File: src/rtl/fp16_pkg.sv
// rtl/fp16_pkg.sv - shared FP16 field widths, constants, rounding/state enums and flag indices
// Purpose : common definitions for the half-precision divider datapath.
// Ports   : none (package).
package fp16_pkg;

    localparam int EXP_W      = 5;
    localparam int FRAC_W     = 10;
    localparam int SIG_W      = FRAC_W + 1;   // significand with hidden one
    localparam int QUOT_W     = 13;           // q[12] has weight 2^0
    localparam int EXP_CALC_W = 7;            // signed working exponent

    localparam logic [15:0] FP16_QNAN   = 16'h7E00;
    localparam logic [14:0] FP16_MAXFIN = 15'h7BFF;
    localparam logic [14:0] FP16_INF    = 15'h7C00;

    typedef enum logic [1:0] {
        RM_RZ  = 2'b00,
        RM_RNE = 2'b01,
        RM_RP  = 2'b10,
        RM_RN  = 2'b11
    } round_mode_e;

    typedef enum logic [1:0] {
        ST_IDLE  = 2'd0,
        ST_DIV   = 2'd1,
        ST_ROUND = 2'd2,
        ST_DONE  = 2'd3
    } div_state_e;

    // flags = {invalid, divzero, overflow, underflow, inexact}
    localparam int FLAG_INVALID   = 4;
    localparam int FLAG_DIVZERO   = 3;
    localparam int FLAG_OVERFLOW  = 2;
    localparam int FLAG_UNDERFLOW = 1;
    localparam int FLAG_INEXACT   = 0;

endpackage

File: src/rtl/fdiv16_if.sv
// rtl/fdiv16_if.sv - operand/result handshake bundle for the FP16 divider
// Purpose : groups the request (in_*, x, y, roundmode) and response (out_*, result, flags) signals.
// Ports   : master drives operands and out_ready; slave (the divider) drives in_ready and results.
interface fdiv16_if;

    logic        in_valid;
    logic        in_ready;
    logic [15:0] x;
    logic [15:0] y;
    logic [1:0]  roundmode;
    logic        out_valid;
    logic        out_ready;
    logic [15:0] result;
    logic [4:0]  flags;

    modport master (
        output in_valid, x, y, roundmode, out_ready,
        input  in_ready, out_valid, result, flags
    );

    modport slave (
        input  in_valid, x, y, roundmode, out_ready,
        output in_ready, out_valid, result, flags
    );

endinterface

File: src/rtl/fp16_classify.sv
// rtl/fp16_classify.sv - combinational FP16 operand classifier
// Purpose : flags zero (subnormals flushed), infinity, NaN and signalling NaN.
// Ports   : mag      - in, 15 - exponent and fraction (sign not needed)
//           is_zero  - out - exponent field zero, so subnormals count as zero
//           is_inf   - out - exponent all ones, fraction zero
//           is_nan   - out - exponent all ones, fraction nonzero
//           is_snan  - out - NaN with the quiet bit (frac[9]) clear
module fp16_classify
    import fp16_pkg::*;
(
    input  logic [14:0] mag,
    output logic        is_zero,
    output logic        is_inf,
    output logic        is_nan,
    output logic        is_snan
);

    logic [EXP_W-1:0]  exp_f;
    logic [FRAC_W-1:0] frac_f;

    assign exp_f  = mag[14:10];
    assign frac_f = mag[9:0];

    assign is_zero = (exp_f == '0);
    assign is_inf  = (exp_f == '1) && (frac_f == '0);
    assign is_nan  = (exp_f == '1) && (frac_f != '0);
    assign is_snan = is_nan && !frac_f[FRAC_W-1];

endmodule

File: src/rtl/fdiv16.sv
// rtl/fdiv16.sv - sequential FP16 divider (radix-2 restoring) behind a valid/ready handshake
// Purpose : result = x / y in IEEE-754 half precision with four rounding modes.
// Ports   : clk   - in  - rising-edge clock
//           reset - in  - asynchronous active-high reset
//           bus   - fdiv16_if.slave: in_valid/in_ready/x/y/roundmode request,
//                   out_valid/out_ready/result/flags response
// Config  : FDIV16_FLAGS_EN - when defined the flags output is computed, otherwise tied to 0.
module fdiv16
    import fp16_pkg::*;
(
    input  logic    clk,
    input  logic    reset,
    fdiv16_if.slave bus
);

    logic zero_x, inf_x, nan_x, snan_x;
    logic zero_y, inf_y, nan_y, snan_y;

    fp16_classify u_cls_x (
        .mag     (bus.x[14:0]),
        .is_zero (zero_x),
        .is_inf  (inf_x),
        .is_nan  (nan_x),
        .is_snan (snan_x)
    );

    fp16_classify u_cls_y (
        .mag     (bus.y[14:0]),
        .is_zero (zero_y),
        .is_inf  (inf_y),
        .is_nan  (nan_y),
        .is_snan (snan_y)
    );

    div_state_e                   state_q;
    logic [3:0]                   cnt_q;
    logic [QUOT_W-1:0]            quot_q;
    logic [SIG_W:0]               rem_q;
    logic [SIG_W-1:0]             dvsr_q;
    logic signed [EXP_CALC_W-1:0] exp_q;
    logic                         sign_q;
    round_mode_e                  mode_q;
    logic [15:0]                  result_q;
    logic                         in_ready_q;
    logic                         out_valid_q;

    // Special-case detection on the live operands; only used on the accept edge.
    logic        sign_in;
    logic        special;
    logic [15:0] spec_res;
    logic [4:0]  spec_flg;

    assign sign_in = bus.x[15] ^ bus.y[15];

    always_comb begin
        special  = 1'b1;
        spec_res = FP16_QNAN;
        spec_flg = '0;
        if (nan_x || nan_y || (zero_x && zero_y) || (inf_x && inf_y)) begin
            spec_res = FP16_QNAN;
            spec_flg[FLAG_INVALID] = snan_x | snan_y | (zero_x & zero_y) | (inf_x & inf_y);
        end else if (zero_y) begin
            spec_res = {sign_in, FP16_INF};
            spec_flg[FLAG_DIVZERO] = 1'b1;
        end else if (inf_x) begin
            spec_res = {sign_in, FP16_INF};
        end else if (inf_y || zero_x) begin
            spec_res = {sign_in, 15'h0000};
        end else begin
            special = 1'b0;
        end
    end

    // One restoring step. The partial remainder always stays below twice the
    // divisor, so the 11-bit difference is exact whenever rem >= divisor.
    logic             rem_ge;
    logic [SIG_W-1:0] rem_sub;

    assign rem_ge  = (rem_q >= {1'b0, dvsr_q});
    assign rem_sub = rem_q[SIG_W-1:0] - dvsr_q;

    // Normalisation and rounding of the finished quotient.
    logic [FRAC_W-1:0]            frac_pre;
    logic                         guard;
    logic                         sticky;
    logic                         inc;
    logic [FRAC_W:0]              frac_sum;
    logic signed [EXP_CALC_W-1:0] e_pre;
    logic signed [EXP_CALC_W-1:0] e_fin;
    logic [15:0]                  rnd_res;
    logic [4:0]                   rnd_flg;

    always_comb begin
        if (quot_q[QUOT_W-1]) begin
            frac_pre = quot_q[11:2];
            guard    = quot_q[1];
            sticky   = quot_q[0] | (rem_q != '0);
            e_pre    = exp_q + 7'sd15;
        end else begin
            frac_pre = quot_q[10:1];
            guard    = quot_q[0];
            sticky   = (rem_q != '0);
            e_pre    = exp_q + 7'sd14;
        end

        case (mode_q)
            RM_RNE:  inc = guard & (sticky | frac_pre[0]);
            RM_RP:   inc = (guard | sticky) & ~sign_q;
            RM_RN:   inc = (guard | sticky) & sign_q;
            default: inc = 1'b0;
        endcase

        // A carry out leaves frac_sum[9:0] at zero, which is the required fraction.
        frac_sum = {1'b0, frac_pre} + {{FRAC_W{1'b0}}, inc};
        e_fin    = frac_sum[FRAC_W] ? e_pre + 7'sd1 : e_pre;

        rnd_res = {sign_q, e_fin[4:0], frac_sum[FRAC_W-1:0]};
        rnd_flg = '0;
        rnd_flg[FLAG_INEXACT] = guard | sticky;

        if (e_fin >= 7'sd31) begin
            case (mode_q)
                RM_RNE:  rnd_res = {sign_q, FP16_INF};
                RM_RP:   rnd_res = sign_q ? {1'b1, FP16_MAXFIN} : {1'b0, FP16_INF};
                RM_RN:   rnd_res = sign_q ? {1'b1, FP16_INF} : {1'b0, FP16_MAXFIN};
                default: rnd_res = {sign_q, FP16_MAXFIN};
            endcase
            rnd_flg[FLAG_OVERFLOW] = 1'b1;
            rnd_flg[FLAG_INEXACT]  = 1'b1;
        end else if (e_fin <= 7'sd0) begin
            rnd_res = {sign_q, 15'h0000};
            rnd_flg[FLAG_UNDERFLOW] = 1'b1;
            rnd_flg[FLAG_INEXACT]   = 1'b1;
        end
    end

`ifdef FDIV16_FLAGS_EN
    logic [4:0] flags_q;
`endif

    always_ff @(posedge clk or posedge reset) begin
        if (reset) begin
            state_q     <= ST_IDLE;
            cnt_q       <= '0;
            quot_q      <= '0;
            rem_q       <= '0;
            dvsr_q      <= '0;
            exp_q       <= '0;
            sign_q      <= 1'b0;
            mode_q      <= RM_RZ;
            result_q    <= '0;
            in_ready_q  <= 1'b1;
            out_valid_q <= 1'b0;
`ifdef FDIV16_FLAGS_EN
            flags_q     <= '0;
`endif
        end else begin
            case (state_q)
                ST_IDLE: begin
                    if (bus.in_valid) begin
                        in_ready_q <= 1'b0;
                        if (special) begin
                            result_q    <= spec_res;
`ifdef FDIV16_FLAGS_EN
                            flags_q     <= spec_flg;
`endif
                            out_valid_q <= 1'b1;
                            state_q     <= ST_DONE;
                        end else begin
                            sign_q  <= sign_in;
                            mode_q  <= round_mode_e'(bus.roundmode);
                            exp_q   <= {2'b00, bus.x[14:10]} - {2'b00, bus.y[14:10]};
                            rem_q   <= {2'b01, bus.x[9:0]};
                            dvsr_q  <= {1'b1, bus.y[9:0]};
                            quot_q  <= '0;
                            cnt_q   <= '0;
                            state_q <= ST_DIV;
                        end
                    end
                end
                ST_DIV: begin
                    if (rem_ge) begin
                        rem_q  <= {rem_sub, 1'b0};
                        quot_q <= {quot_q[QUOT_W-2:0], 1'b1};
                    end else begin
                        rem_q  <= {rem_q[SIG_W-1:0], 1'b0};
                        quot_q <= {quot_q[QUOT_W-2:0], 1'b0};
                    end
                    cnt_q <= cnt_q + 4'd1;
                    if (cnt_q == 4'(QUOT_W - 1)) begin
                        state_q <= ST_ROUND;
                    end
                end
                ST_ROUND: begin
                    result_q    <= rnd_res;
`ifdef FDIV16_FLAGS_EN
                    flags_q     <= rnd_flg;
`endif
                    out_valid_q <= 1'b1;
                    state_q     <= ST_DONE;
                end
                ST_DONE: begin
                    if (bus.out_ready) begin
                        out_valid_q <= 1'b0;
                        in_ready_q  <= 1'b1;
                        state_q     <= ST_IDLE;
                    end
                end
                default: state_q <= ST_IDLE;
            endcase
        end
    end

    assign bus.in_ready  = in_ready_q;
    assign bus.out_valid = out_valid_q;
    assign bus.result    = result_q;

`ifdef FDIV16_FLAGS_EN
    assign bus.flags = flags_q;
`else
    assign bus.flags = '0;
    logic unused_flag_terms;
    assign unused_flag_terms = ^{spec_flg, rnd_flg};
`endif

endmodule

File: src/flat_wrapper.sv
// flat-port wrapper written by rule: the top's interface ports become plain ports
module fdiv16_flat import fp16_pkg::*;
  (clk, reset, bus_in_valid, bus_x, bus_y, bus_roundmode, bus_out_ready, bus_in_ready, bus_out_valid, bus_result, bus_flags);
  fdiv16_if bus_i ();
  input  logic clk;
  input  logic reset;
  input wire logic [$bits(bus_i.in_valid)-1:0] bus_in_valid;
  input wire logic [$bits(bus_i.x)-1:0] bus_x;
  input wire logic [$bits(bus_i.y)-1:0] bus_y;
  input wire logic [$bits(bus_i.roundmode)-1:0] bus_roundmode;
  input wire logic [$bits(bus_i.out_ready)-1:0] bus_out_ready;
  output wire logic [$bits(bus_i.in_ready)-1:0] bus_in_ready;
  output wire logic [$bits(bus_i.out_valid)-1:0] bus_out_valid;
  output wire logic [$bits(bus_i.result)-1:0] bus_result;
  output wire logic [$bits(bus_i.flags)-1:0] bus_flags;
  assign bus_i.in_valid = bus_in_valid;
  assign bus_i.x = bus_x;
  assign bus_i.y = bus_y;
  assign bus_i.roundmode = bus_roundmode;
  assign bus_i.out_ready = bus_out_ready;
  assign bus_in_ready = bus_i.in_ready;
  assign bus_out_valid = bus_i.out_valid;
  assign bus_result = bus_i.result;
  assign bus_flags = bus_i.flags;
  fdiv16 u_core (.clk(clk), .reset(reset), .bus(bus_i));
endmodule
File: config.mk
export PLATFORM = sky130hd
export DESIGN_NAME = fdiv16_flat
export DESIGN_NICKNAME = d
export VERILOG_FILES = /design/src/rtl/fp16_pkg.sv /design/src/rtl/fdiv16_if.sv /design/src/rtl/fp16_classify.sv /design/src/rtl/fdiv16.sv /design/src/flat_wrapper.sv
export SDC_FILE = /design/constraint.sdc
export NUM_CORES = 1
export LEC_CHECK = 0
export ABC_CLOCK_PERIOD_IN_PS = 4300
export BUFFER_PORTS_ARGS = -buffer_cell sky130_fd_sc_hd__buf_2
export CAP_MARGIN = 20
export CORE_MARGIN = 2
export CORE_UTILIZATION = 47
export CTS_BUF_LIST = sky130_fd_sc_hd__clkbuf_16
export DETAILED_ROUTE_END_ITERATION = 7
export PLACE_DENSITY_LB_ADDON = 0.3
export SYNTH_ARGS = -nofsm -noshare
export SYNTH_HDL_FRONTEND = slang
export SYNTH_HIERARCHICAL = 1
export SYNTH_SLANG_ARGS = --single-unit
File: constraint.sdc
create_clock -name clk -period 4.3 [get_ports clk]
set_input_delay 0.645 -clock clk [delete_from_list [all_inputs] [get_ports clk]]
set_output_delay 0.645 -clock clk [all_outputs]
set_load 0.005 [all_outputs]
Word-level counts from Yosys, hierarchy flattened
Index checks and enable logic that the tools add are counted.
{"block": "word_totals", "input_bits": 38, "reg_bits": 70, "word_cells": 117, "output_inout_bits": 23}
{"block": "classes", "eq_ne": 14, "bitwise_logic": 9, "n_reduce_logical": 28, "n_lt_le_gt_ge": 3, "add_sub_neg": 7, "muxes": 45}
{"cell": "2-to-1 mux 16 bit", "count": 9}
{"cell": "one-hot mux 16 bit (3 select lines)", "count": 1}
{"cell": "2-to-1 mux 12 bit", "count": 3}
{"cell": "one-hot mux 16 bit (2 select lines)", "count": 1}
{"cell": "2-to-1 mux 13 bit", "count": 2}
{"cell": "one-hot mux 13 bit (2 select lines)", "count": 1}
{"cell": "one-hot mux 12 bit (2 select lines)", "count": 1}
{"cell": "zero test 10 bit", "count": 2}
{"cell": "nonzero test 10 bit", "count": 2}
{"cell": "2-to-1 mux 15 bit", "count": 1}
{"cell": "AND reduction 3 bit", "count": 5}
{"cell": "adder 7 x 5 -> 7 bit, second input constant", "count": 2}
{"cell": "2-to-1 mux 7 bit", "count": 2}
{"cell": "greater-or-equal comparator 12 x 11 -> 1 bit", "count": 1}
{"cell": "2-to-1 mux 1 bit", "count": 12}
{"cell": "nonzero test 12 bit", "count": 1}
{"cell": "adder 10 x 1 -> 11 bit", "count": 1}
{"cell": "subtractor 11 bit", "count": 1}
{"cell": "equality test 5 bit, second input constant", "count": 2}
{"cell": "zero test 5 bit", "count": 2}
{"cell": "2-to-1 mux 10 bit", "count": 1}
{"cell": "equality test 2 bit, second input constant", "count": 4}
{"cell": "2-to-1 mux 2 bit", "count": 4}
{"cell": "2-to-1 mux 4 bit", "count": 2}
{"cell": "other kinds (23)", "count": 43}

Longest topological paths before layout
Gate-level depths: netlist (run 1).
{"block": "depth", "depth_word": 12, "ltp_mapped": 19, "ltp_nobuf": 14}

Cells and area by module
Netlist (run 1), hierarchy kept.
{"module": "fdiv16", "seq_area_each_um2": 1727.9, "n_inst": 1, "area_per_inst_um2": 4757.1, "cells_each": 527}
{"module": "fp16_classify", "seq_area_each_um2": 0.0, "n_inst": 2, "area_per_inst_um2": 73.8, "cells_each": 10}

Worst setup path before layout (run 1)
OpenSTA, ideal clock, no wires.
{"block": "synth_timing", "path_kind": "reg-to-reg", "startpoint": "register u_core.quot_q[12]", "endpoint": "register u_core.result_q[7] (netlist: u_core/bus.result[7])", "path_stages_with_launch": 19, "period_less_slack_ns": 3.937, "arrival_time_ns": 3.811, "slack_ns": 0.363, "n_path_buf": 5, "required_ns": 4.174, "setup_time_ns": 0.126, "cell_sequence": "dfrtp_1 -> buf_6 -> clkbuf_1 -> clkbuf_1 -> mux2_2 -> o21ai_0 -> a21oi_1 -> ha_1 -> ha_1 -> nand3_1 -> a211o_4 -> nor3_2 -> a31oi_1 -> or2_2 -> and2_4 -> buf_6 -> and3_4 -> buf_6 -> a221o_1"}
{"block": "synth_between", "elab_chain_cells": 10, "word_cells_on_any_way": 18, "cone_classes": "add/sub: 2; order compare: 2; mux: 9; bitwise: 5"}
{"item": "from (decl)", "line_no": "fdiv16.sv:37", "source": "logic [QUOT_W-1:0] quot_q;"}
{"item": "from (signal assigned)", "line_no": "fdiv16.sv:184", "source": "quot_q <= {quot_q[QUOT_W-2:0], 1'b1};"}
{"item": "from (signal assigned)", "line_no": "fdiv16.sv:187", "source": "quot_q <= {quot_q[QUOT_W-2:0], 1'b0};"}
{"item": "2-to-1 mux 1 bit / 2-to-1 mux 10 bit (equally long branches)", "line_no": "fdiv16.sv:94", "source": "if (quot_q[QUOT_W-1]) begin"}
{"item": "bitwise OR 1 bit (on tied branches)", "line_no": "fdiv16.sv:108, fdiv16.sv:109, fdiv16.sv:107"}
{"item": "bitwise AND 1 bit (on tied branches)", "line_no": "fdiv16.sv:109, fdiv16.sv:107, fdiv16.sv:108"}
{"item": "one-hot mux 1 bit (3 select lines)", "line_no": "fdiv16.sv:106", "source": "case (mode_q)"}
{"item": "adder 10 x 1 -> 11 bit", "line_no": "fdiv16.sv:114", "source": "frac_sum = {1'b0, frac_pre} + {{FRAC_W{1'b0}}, inc};"}
{"item": "2-to-1 mux 7 bit", "line_no": "fdiv16.sv:115", "source": "e_fin = frac_sum[FRAC_W] ? e_pre + 7'sd1 : e_pre;"}
{"item": "less-or-equal comparator 7 x 1 -> 1 bit", "line_no": "fdiv16.sv:130", "source": "end else if (e_fin <= 7'sd0) begin"}
{"item": "2-to-1 mux 15 bit", "line_no": "fdiv16.sv:130"}
{"item": "2-to-1 mux 16 bit (*)", "line_no": "fdiv16.sv:121", "source": "if (e_fin >= 7'sd31) begin"}
{"item": "one-hot mux 16 bit (2 select lines) (*)", "line_no": "fdiv16.sv:158", "source": "case (state_q)"}
{"item": "to (signal assigned)", "line_no": "fdiv16.sv:163", "source": "result_q <= spec_res;"}
{"item": "to (signal assigned)", "line_no": "fdiv16.sv:195", "source": "result_q <= rnd_res;"}
{"item": "to (decl)", "line_no": "fdiv16.sv:43", "source": "logic [15:0] result_q;"}
Every way passes the cells marked *; elsewhere a longest branch is shown, timed or not.
A chain may end at the register's enable or synchronous reset.

Final worst setup path (run 1)
{"block": "layout_timing", "startpoint": "register u_core.sign_q", "endpoint": "register u_core.result_q[14] (netlist: u_core/bus.result[14])"}
{"block": "layout_between", "elab_chain_cells": 9, "word_cells_on_any_way": 11, "cone_classes": "add/sub: 1; order compare: 2; mux: 5; bitwise: 3"}
{"item": "from (decl)", "line_no": "fdiv16.sv:41", "source": "logic sign_q;"}
{"item": "from (signal assigned)", "line_no": "fdiv16.sv:170", "source": "sign_q <= sign_in;"}
{"item": "inverter 1 bit", "line_no": "fdiv16.sv:108", "source": "RM_RP: inc = (guard | sticky) & ~sign_q;"}
{"item": "bitwise AND 1 bit", "line_no": "fdiv16.sv:108"}
{"item": "one-hot mux 1 bit (3 select lines) (*)", "line_no": "fdiv16.sv:106"}
{"item": "adder 10 x 1 -> 11 bit (*)", "line_no": "fdiv16.sv:114"}
{"item": "2-to-1 mux 7 bit (*)", "line_no": "fdiv16.sv:115"}
{"item": "less-or-equal comparator 7 x 1 -> 1 bit", "line_no": "fdiv16.sv:130"}
{"item": "2-to-1 mux 15 bit", "line_no": "fdiv16.sv:130"}
{"item": "2-to-1 mux 16 bit (*)", "line_no": "fdiv16.sv:121"}
{"item": "one-hot mux 16 bit (2 select lines) (*)", "line_no": "fdiv16.sv:158"}
Marks and branches as above.

==> impl_metrics.json, run 1 <==
{
  "peakVddDrop_uv": 467,
  "finalSetupViolations": 0,
  "syn_avg_cell_area_um2": 8.98,
  "htree_levels": 3,
  "drv_slew": 0,
  "reg2reg_slack_ns": 0.48,
  "max_stage_delay_ns": 0.46,
  "postLayoutCoreUtil_pct": 54.3,
  "ctsHoldBuffers": 0,
  "drive_gt1_share_pct": 17.6,
  "whs_ns": 0.472,
  "pin_count": 61,
  "antenna_cells": 0,
  "syn-instance-count": 545,
  "hold_violations": 0,
  "status": "complete, no violations",
  "clkSinkCount": 69,
  "portBuffers": 55,
  "max_cap_viol_count": 0,
  "rr_startpoint": "u_core/sign_q",
  "die_area_mm2": 0.0112,
  "clk_latency_ns": 0.33,
  "leakagePower_nw": 2.64,
  "drt-total-wl_um": 12000,
  "antenna_found_initial": 0,
  "ant_nets": 0,
  "cts_tree": "done",
  "dieHeight_um": 106,
  "arrival_ns": 4.03,
  "start_util_pct": 47.8,
  "holdPathStages": 2,
  "critical_path_class": "flip-flop to flip-flop",
  "ys_warn_count": 6,
  "fill_cells": 940,
  "overflow": 0,
  "dpl.hpwl_um": 9100,
  "core_mm2": 0.0102,
  "fmax_mhz": 262,
  "worst_clock_skew_ns": 0.00496,
  "placementRows": 37,
  "cts_buffers": 9,
  "crit_cells": 14,
  "place.gp.congestion": 0.862,
  "min_path_type": "flip-flop to flip-flop",
  "worst_slew_pin_slew_ns": 0.877,
  "rr_endpoint": "u_core/bus.result[14]",
  "relSlewSlack_pct": 41.5,
  "fin_setup_tns_ns": 0,
  "required_ns": 4.51,
  "fin_total_pwr_w": 0.00403,
  "cts_buffer_depth": 2,
  "cts.repair.resized": 0,
  "drc": 0,
  "crit_family": "compound AO/OA/AOI/OAI gates",
  "layout_common_cells": "dfrtp_1 (68), nand2_1 (66), buf_2 (55)",
  "drt_first_pass_iters": 5,
  "hold_end": "u_core/dvsr_q[10]",
  "power_density_mw_per_mm2": 725,
  "grt_max_degree": 42,
  "grt_pass1_wl_um": 20000,
  "design_area_mm2": 0.00556,
  "timing.critical_path.buf_inv": 0,
  "worstPathCellList": "nand2b_1, xnor2_1, o21ai_0, a21oi_1, ha_1, ha_1, nand3_1, a211o_4, nor4b_4, xnor2_1, o21bai_1, and2_4, nor2_1, a2111o_1",
  "min_period_ns": 3.82,
  "dpl_cell_area_mm2": 0.00525,
  "worstHoldStart": "u_core/dvsr_q[10]",
  "cp-end-kind": "flip-flop",
  "grt_pass1_vias": 4136,
  "cts-root-buf": "clkbuf_16",
  "syn_area_mm2": 0.00489,
  "dieWidth_um": 106,
  "via_per_inst": 5.79,
  "rsz0062_at_grt": "no",
  "period_share_pct": 88.7,
  "nets": 660,
  "startpoint_type": "flip-flop",
  "vias": 4246,
  "critPathMaxFanout": 6,
  "reg2reg_depth": 14,
  "drt_iter0_drc": 226,
  "post_cts_buffers": 0,
  "path_clk_slew_ns": 0.06,
  "grt_util_all_layers_pct": 22.2,
  "layout_commonest_cell": "dfrtp_1",
  "cp_slowest_cell": "xnor2_1",
  "wl_per_cell_um": 16.3,
  "area_growth_pct": 13.5
}
==> power breakdown <==
group | switching, W | leakage (nW) | internal (W)
logic | 0.00122 | 1.61 | 0.000937
registers | 0.000207 | 0.881 | 0.000890
clock network | 0.000279 | 0.153 | 0.000499
==> worst reg2reg max path, cell delays in order, from the launching register on <==
cell      delay, ns
dfrtp_1        0.38
nand2b_1       0.15
xnor2_1        0.46
o21ai_0        0.17
a21oi_1        0.15
ha_1           0.24
ha_1           0.24
nand3_1        0.15
a211o_4        0.34
nor4b_4        0.33
xnor2_1        0.21
o21bai_1       0.19
and2_4         0.22
nor2_1         0.07
a2111o_1       0.39
==> flip-flops by register name (all words and copies together), names as in the netlist <==
| signal | flops |
|---|---|
| u_core/rem_q | 12 |
| u_core/quot_q | 13 |
| u_core/exp_q | 6 |
| u_core/dvsr_q | 11 |
| u_core/bus.out_valid | 1 |
| u_core/bus.in_ready | 1 |
| u_core/mode_q | 2 |
| u_core/sign_q | 1 |
| u_core/cnt_q | 4 |
| u_core/bus.result | 16 |
| u_core/state_q | 2 |
==> final cells by class <==
type / count / area, um2 / area share [%]
sequential: 69 / 1730 / 31.1
tap: 136 / 170 / 3.06
inverter: 37 / 139 / 2.50
multi-input combinational: 413 / 2880 / 51.9
clock buffer: 9 / 225 / 4.05
clock inverter: 7 / 82.6 / 1.49
timing repair buffer: 62 / 328 / 5.90
==> worst max-delay path by stage <==
stage                                 start                    end
after floorplan           u_core/quot_q[12]   u_core/bus.result[7]
after global placement        u_core/sign_q   u_core/bus.result[8]
after detailed placement      u_core/sign_q  u_core/bus.result[14]
after CTS                     u_core/sign_q  u_core/bus.result[14]
after global routing          u_core/sign_q  u_core/bus.result[14]
final                         u_core/sign_q  u_core/bus.result[14]
==> routing by layer <==
metal | global-route usage [%] | vias to the layer above | share of wire (%)
li1 | - | 2050 | -
met3 | 4.48 | 24 | 5.1
met2 | 39.0 | 126 | 51
met5 | 0 | - | 0
met4 | 7.24 | 0 | 1.9
met1 | 27.4 | 2046 | 42
==> per-stage QoR <==
stage               instances  setup slack (ns)
floorplan                 549             0.363
global placement          717             0.630
detailed placement        717             0.514
CTS                       733             0.492
global route              733             0.246
finish                    733             0.484
No activity file was read; power rests on OpenSTA's default activity.
==> run 2: changes to the inputs <==
Settings changed: REMOVE_ABC_BUFFERS set to 1.
==> impl_metrics.json, run 2 (synthesis gave the netlist of run 1 again) <==
{
  "relSlewSlack_pct": 52.8,
  "arrival_ns": 3.87,
  "ctsHoldBuffers": 0,
  "timing.critical_path.buf_inv": 1,
  "wl_per_cell_um": 16.0,
  "path_clk_slew_ns": 0.06,
  "cts.repair.resized": 0,
  "cts_buffers": 9,
  "rsz0062_at_grt": "no",
  "dpl.hpwl_um": 8730,
  "die_area_mm2": 0.0112,
  "drive_gt1_share_pct": 18.3,
  "use_met2_pct": 36.9,
  "portBuffers": 55,
  "drt-total-wl_um": 11700,
  "min_path_type": "primary input to asynchronous set/reset pin",
  "critical_path_class": "flip-flop to flip-flop",
  "worst_slew_pin_slew_ns": 0.706,
  "status": "complete, no violations",
  "postLayoutCoreUtil_pct": 54.5,
  "critPathMaxFanout": 6,
  "power_density_mw_per_mm2": 720,
  "grt_util_all_layers_pct": 22.3,
  "core_mm2": 0.0102,
  "drc": 0,
  "clkSinkCount": 69,
  "drt_iter0_drc": 208,
  "overflow": 0,
  "fmax_mhz": 274,
  "placementRows": 37,
  "leakagePower_nw": 2.65,
  "nets": 663,
  "area_growth_pct": 13.9,
  "drt_first_pass_iters": 5,
  "min_period_ns": 3.65,
  "whs_ns": 0.341,
  "layout_commonest_cell": "dfrtp_1",
  "fill_cells": 920,
  "cp-end-kind": "flip-flop",
  "antenna_found_initial": 0,
  "grt_busiest_layer": "met2",
  "grt_max_degree": 49,
  "finalSetupViolations": 0,
  "fin_total_pwr_w": 0.00401,
  "clk_latency_ns": 0.33,
  "grt_pass1_wl_um": 20200,
  "cts-root-buf": "clkbuf_16",
  "drv_slew": 0,
  "ant_nets": 0,
  "vias": 4237,
  "max_cap_viol_count": 0,
  "antenna_cells": 0,
  "design_area_mm2": 0.00558,
  "largest_reg_flops": 16,
  "dieHeight_um": 106,
  "peakVddDrop_uv": 390,
  "grt_pass1_vias": 4155,
  "max_stage_delay_ns": 0.40,
  "dpl_cell_area_mm2": 0.00526,
  "cts_tree": "done",
  "fin_setup_tns_ns": 0,
  "layout_common_cells": "dfrtp_1 (68), nand2_1 (66), buf_2 (55)",
  "cts_buffer_depth": 2,
  "dieWidth_um": 106,
  "crit_family": "compound AO/OA/AOI/OAI gates",
  "htree_levels": 3,
  "startpoint_type": "flip-flop",
  "cp_slowest_cell": "dfrtp_1",
  "required_ns": 4.52,
  "grt_use_met1_pct": 29.5,
  "worst_clock_skew_ns": 0.00621,
  "period_share_pct": 84.9,
  "place.gp.congestion": 0.852,
  "post_cts_buffers": 0,
  "hold_violations": 0,
  "start_util_pct": 47.8,
  "pin_count": 61,
  "via_per_inst": 5.76,
  "use_met3_pct": 4.17,
  "worstPathCellList": "nand2b_1, xnor2_1, buf_4, o21ai_0, a21oi_1, ha_1, ha_1, nand3_1, a211o_4, nor4b_4, xnor2_1, o21bai_1, and2_4, nor2_1, a2111o_1"
}
run 2: area by class of cell:
type	count	area (um2)	share of cell area [%]
clock buffer	9	225	4.04
sequential	69	1730	31.0
timing repair buffer	65	363	6.51
clock inverter	7	66.3	1.19
tap	136	170	3.05
multi-input combinational	413	2880	51.7
inverter	37	139	2.49
run 2: metrics by stage:
step / std cells / worst slack, ns
2_1_floorplan: 519 / 0.00418
3_3_place_gp: 719 / 0.749
3_5_place_dp: 719 / 0.686
4_1_cts: 735 / 0.697
5_1_grt: 736 / 0.367
6_report: 736 / 0.650
run 2: worst register-to-register path, cell delays in order (launching register included):
cell      delay [ns]
dfrtp_1         0.40
nand2b_1        0.16
xnor2_1         0.13
buf_4           0.17
o21ai_0         0.09
a21oi_1         0.13
ha_1            0.25
ha_1            0.23
nand3_1         0.16
a211o_4         0.34
nor4b_4         0.36
xnor2_1         0.23
o21bai_1        0.19
and2_4          0.22
nor2_1          0.08
a2111o_1        0.39
run 2: worst paths after layout:
path / slack [ns] / cells past startpoint / endpoint / start
worst max-delay path: 0.65 / 15 / u_core/bus.result[14] / u_core/sign_q
worst min-delay path: 0.34 / 2 / u_core/bus.out_valid / reset
worst max register to register: 0.65 / 15 / u_core/bus.result[14] / u_core/sign_q
worst min register to register: 0.45 / 2 / u_core/dvsr_q[10] / u_core/dvsr_q[10]
max in group asynchronous: 3.26 / 3 / u_core/bus.result[12] / reset
min in group clk: 0.45 / 2 / u_core/dvsr_q[10] / u_core/dvsr_q[10]
run 2: metal layers:
layer / vias to the layer above / part of all wire (%)
met1: 2061 / 47
met4: 0 / 1.4
li1: 2055 / -
met2: 107 / 48
met5: - / 0
met3: 14 / 4.0
run 2: power breakdown:
group | leakage [nW] | internal, W | switching (W)
logic | 1.63 | 0.000954 | 0.00124
clock network | 0.136 | 0.000445 | 0.000290
registers | 0.881 | 0.000889 | 0.000198
total | 2.65 | 0.00229 | 0.00172
==> run 3: changes to the inputs <==
Settings changed: ABC_CLOCK_PERIOD_IN_PS 4300 to 3500.
Clock period 4.3 ns to 3.5 ns, I/O delays scaled along.
==> impl_metrics.json, run 3 (synthesis gave the netlist of run 1 again) <==
{
  "arrival_ns": 3.58,
  "layout_common_cells": "dfrtp_1 (68), nand2_1 (66), buf_2 (55)",
  "cp-end-kind": "flip-flop",
  "finalSetupViolations": 0,
  "largest_reg_flops": 16,
  "min_period_ns": 3.37,
  "max_cap_viol_count": 0,
  "dp_slack_ns": 0.0413,
  "ant_nets": 0,
  "fin_setup_tns_ns": 0,
  "critical_path_class": "flip-flop to flip-flop",
  "grt_pass1_wl_um": 19300,
  "cts_tree": "done",
  "cts_buffer_depth": 2,
  "drt-total-wl_um": 11700,
  "startpoint_type": "flip-flop",
  "overflow": 0,
  "period_share_pct": 96.4,
  "worstPathCellList": "nand2b_1, xnor2_2, o21ai_0, a21oi_1, ha_2, ha_2, nand3_2, a211o_4, nor4b_4, xnor2_2, o21bai_2, and2_4, nor2_1, a2111o_1",
  "design_area_mm2": 0.00566,
  "htree_levels": 3,
  "die_area_mm2": 0.0112,
  "antenna_cells": 0,
  "whs_ns": 0.173,
  "drc": 0,
  "drt_iter0_drc": 282,
  "nets": 675,
  "path_clk_slew_ns": 0.05,
  "status": "complete, no violations",
  "clk_latency_ns": 0.33,
  "wl_per_cell_um": 15.7,
  "vias": 4253,
  "regArea_mm2": 0.00173,
  "antenna_found_initial": 0,
  "clkSinkCount": 69,
  "dieWidth_um": 106,
  "power_density_mw_per_mm2": 867,
  "cts_buffers": 9,
  "cp_slowest_cell": "a2111o_1",
  "leakagePower_nw": 2.71,
  "dpl_cell_area_mm2": 0.00533,
  "grt_pass1_vias": 4013,
  "start_util_pct": 47.8,
  "worst_clock_skew_ns": 0.00467,
  "fmax_mhz": 296,
  "multi_input_area_mm2": 0.00292,
  "core_mm2": 0.0102,
  "placementRows": 37,
  "drv_slew": 0,
  "relSlewSlack_pct": 50.8,
  "portBuffers": 55,
  "dpl.hpwl_um": 8810,
  "critPathMaxFanout": 6,
  "dieHeight_um": 106,
  "peakVddDrop_uv": 611,
  "drt_first_pass_iters": 5,
  "min_path_type": "primary input to asynchronous set/reset pin",
  "hold_violations": 0,
  "fin_total_pwr_w": 0.00490,
  "place.gp.congestion": 0.890,
  "grt_max_degree": 32,
  "required_ns": 3.71,
  "grt_util_all_layers_pct": 21.5,
  "setup_slack_ns": 0.126,
  "max_stage_delay_ns": 0.39,
  "drive_gt1_share_pct": 20.5,
  "cts-root-buf": "clkbuf_16",
  "via_per_inst": 5.70,
  "worst_slew_pin_slew_ns": 0.732,
  "layout_commonest_cell": "dfrtp_1",
  "fill_cells": 919,
  "area_growth_pct": 15.6,
  "pin_count": 61
}
==> run 3: layout make-up <==
cell class,count,area share (%)
Clock buffer,9,3.98
Clock inverter,5,0.376
Inverter,37,2.46
Multi-Input combinational cell,413,51.6
Sequential cell,69,30.5
Tap cell,136,3.01
Timing Repair Buffer,77,8.01
==> run 3: routing by layer <==
| layer | global-route usage, % | vias up | share of wire, % |
|---|---|---|---|
| met5 | 0 | - | 0 |
| met4 | 6.58 | 0 | 1.2 |
| met3 | 3.56 | 12 | 4.4 |
| met2 | 34.5 | 112 | 48 |
| met1 | 30.0 | 2044 | 47 |
| li1 | - | 2085 | - |
==> run 3: power breakdown <==
part	internal, W	switching (W)	total, W
Combinational	0.00125	0.00155	0.00280
Clock	0.000460	0.000314	0.000774
Sequential	0.00109	0.000239	0.00133
Total	0.00281	0.00210	0.00490
==> run 3: worst max-delay path, delay by kind of cell (launching register included) <==
| family | cells | cell delay [ns] |
|---|---|---|
| and+or+nand+nor | 5 | 0.93 |
| AOI/OAI and AO/OA | 5 | 1.19 |
| DFF | 1 | 0.38 |
| adders and majority gates | 2 | 0.43 |
| xor gates and xnor gates | 2 | 0.32 |
==> run 3: worst paths after layout <==
| kind | startpoint | to | slack, ns | cells past startpoint |
|---|---|---|---|---|
| max | u_core/sign_q | u_core/bus.result[14] | 0.13 | 14 |
| min | reset | u_core/bus.out_valid | 0.17 | 2 |
| max reg2reg | u_core/sign_q | u_core/bus.result[14] | 0.13 | 14 |
| min reg2reg | u_core/dvsr_q[10] | u_core/dvsr_q[10] | 0.47 | 2 |
| max in group asynchronous | reset | u_core/quot_q[6] | 2.58 | 3 |
| min in group clk | bus_roundmode[1] | u_core/mode_q[1] | 0.43 | 2 |
==> run 3: timing repair <==
action | in CTS | in global routing
resized for setup | 0 | 8
hold buffers | 0 | 0
setup endpoints to repair | 0 | 13
setup buffers | 0 | 4
==> run 3: metrics by stage <==
stage,utilization (%),cells
after detailed placement,52.1,728
final,55.3,746
after global routing,55.3,746
after CTS,54.5,742
after floorplan,-,519
after global placement,52.1,728
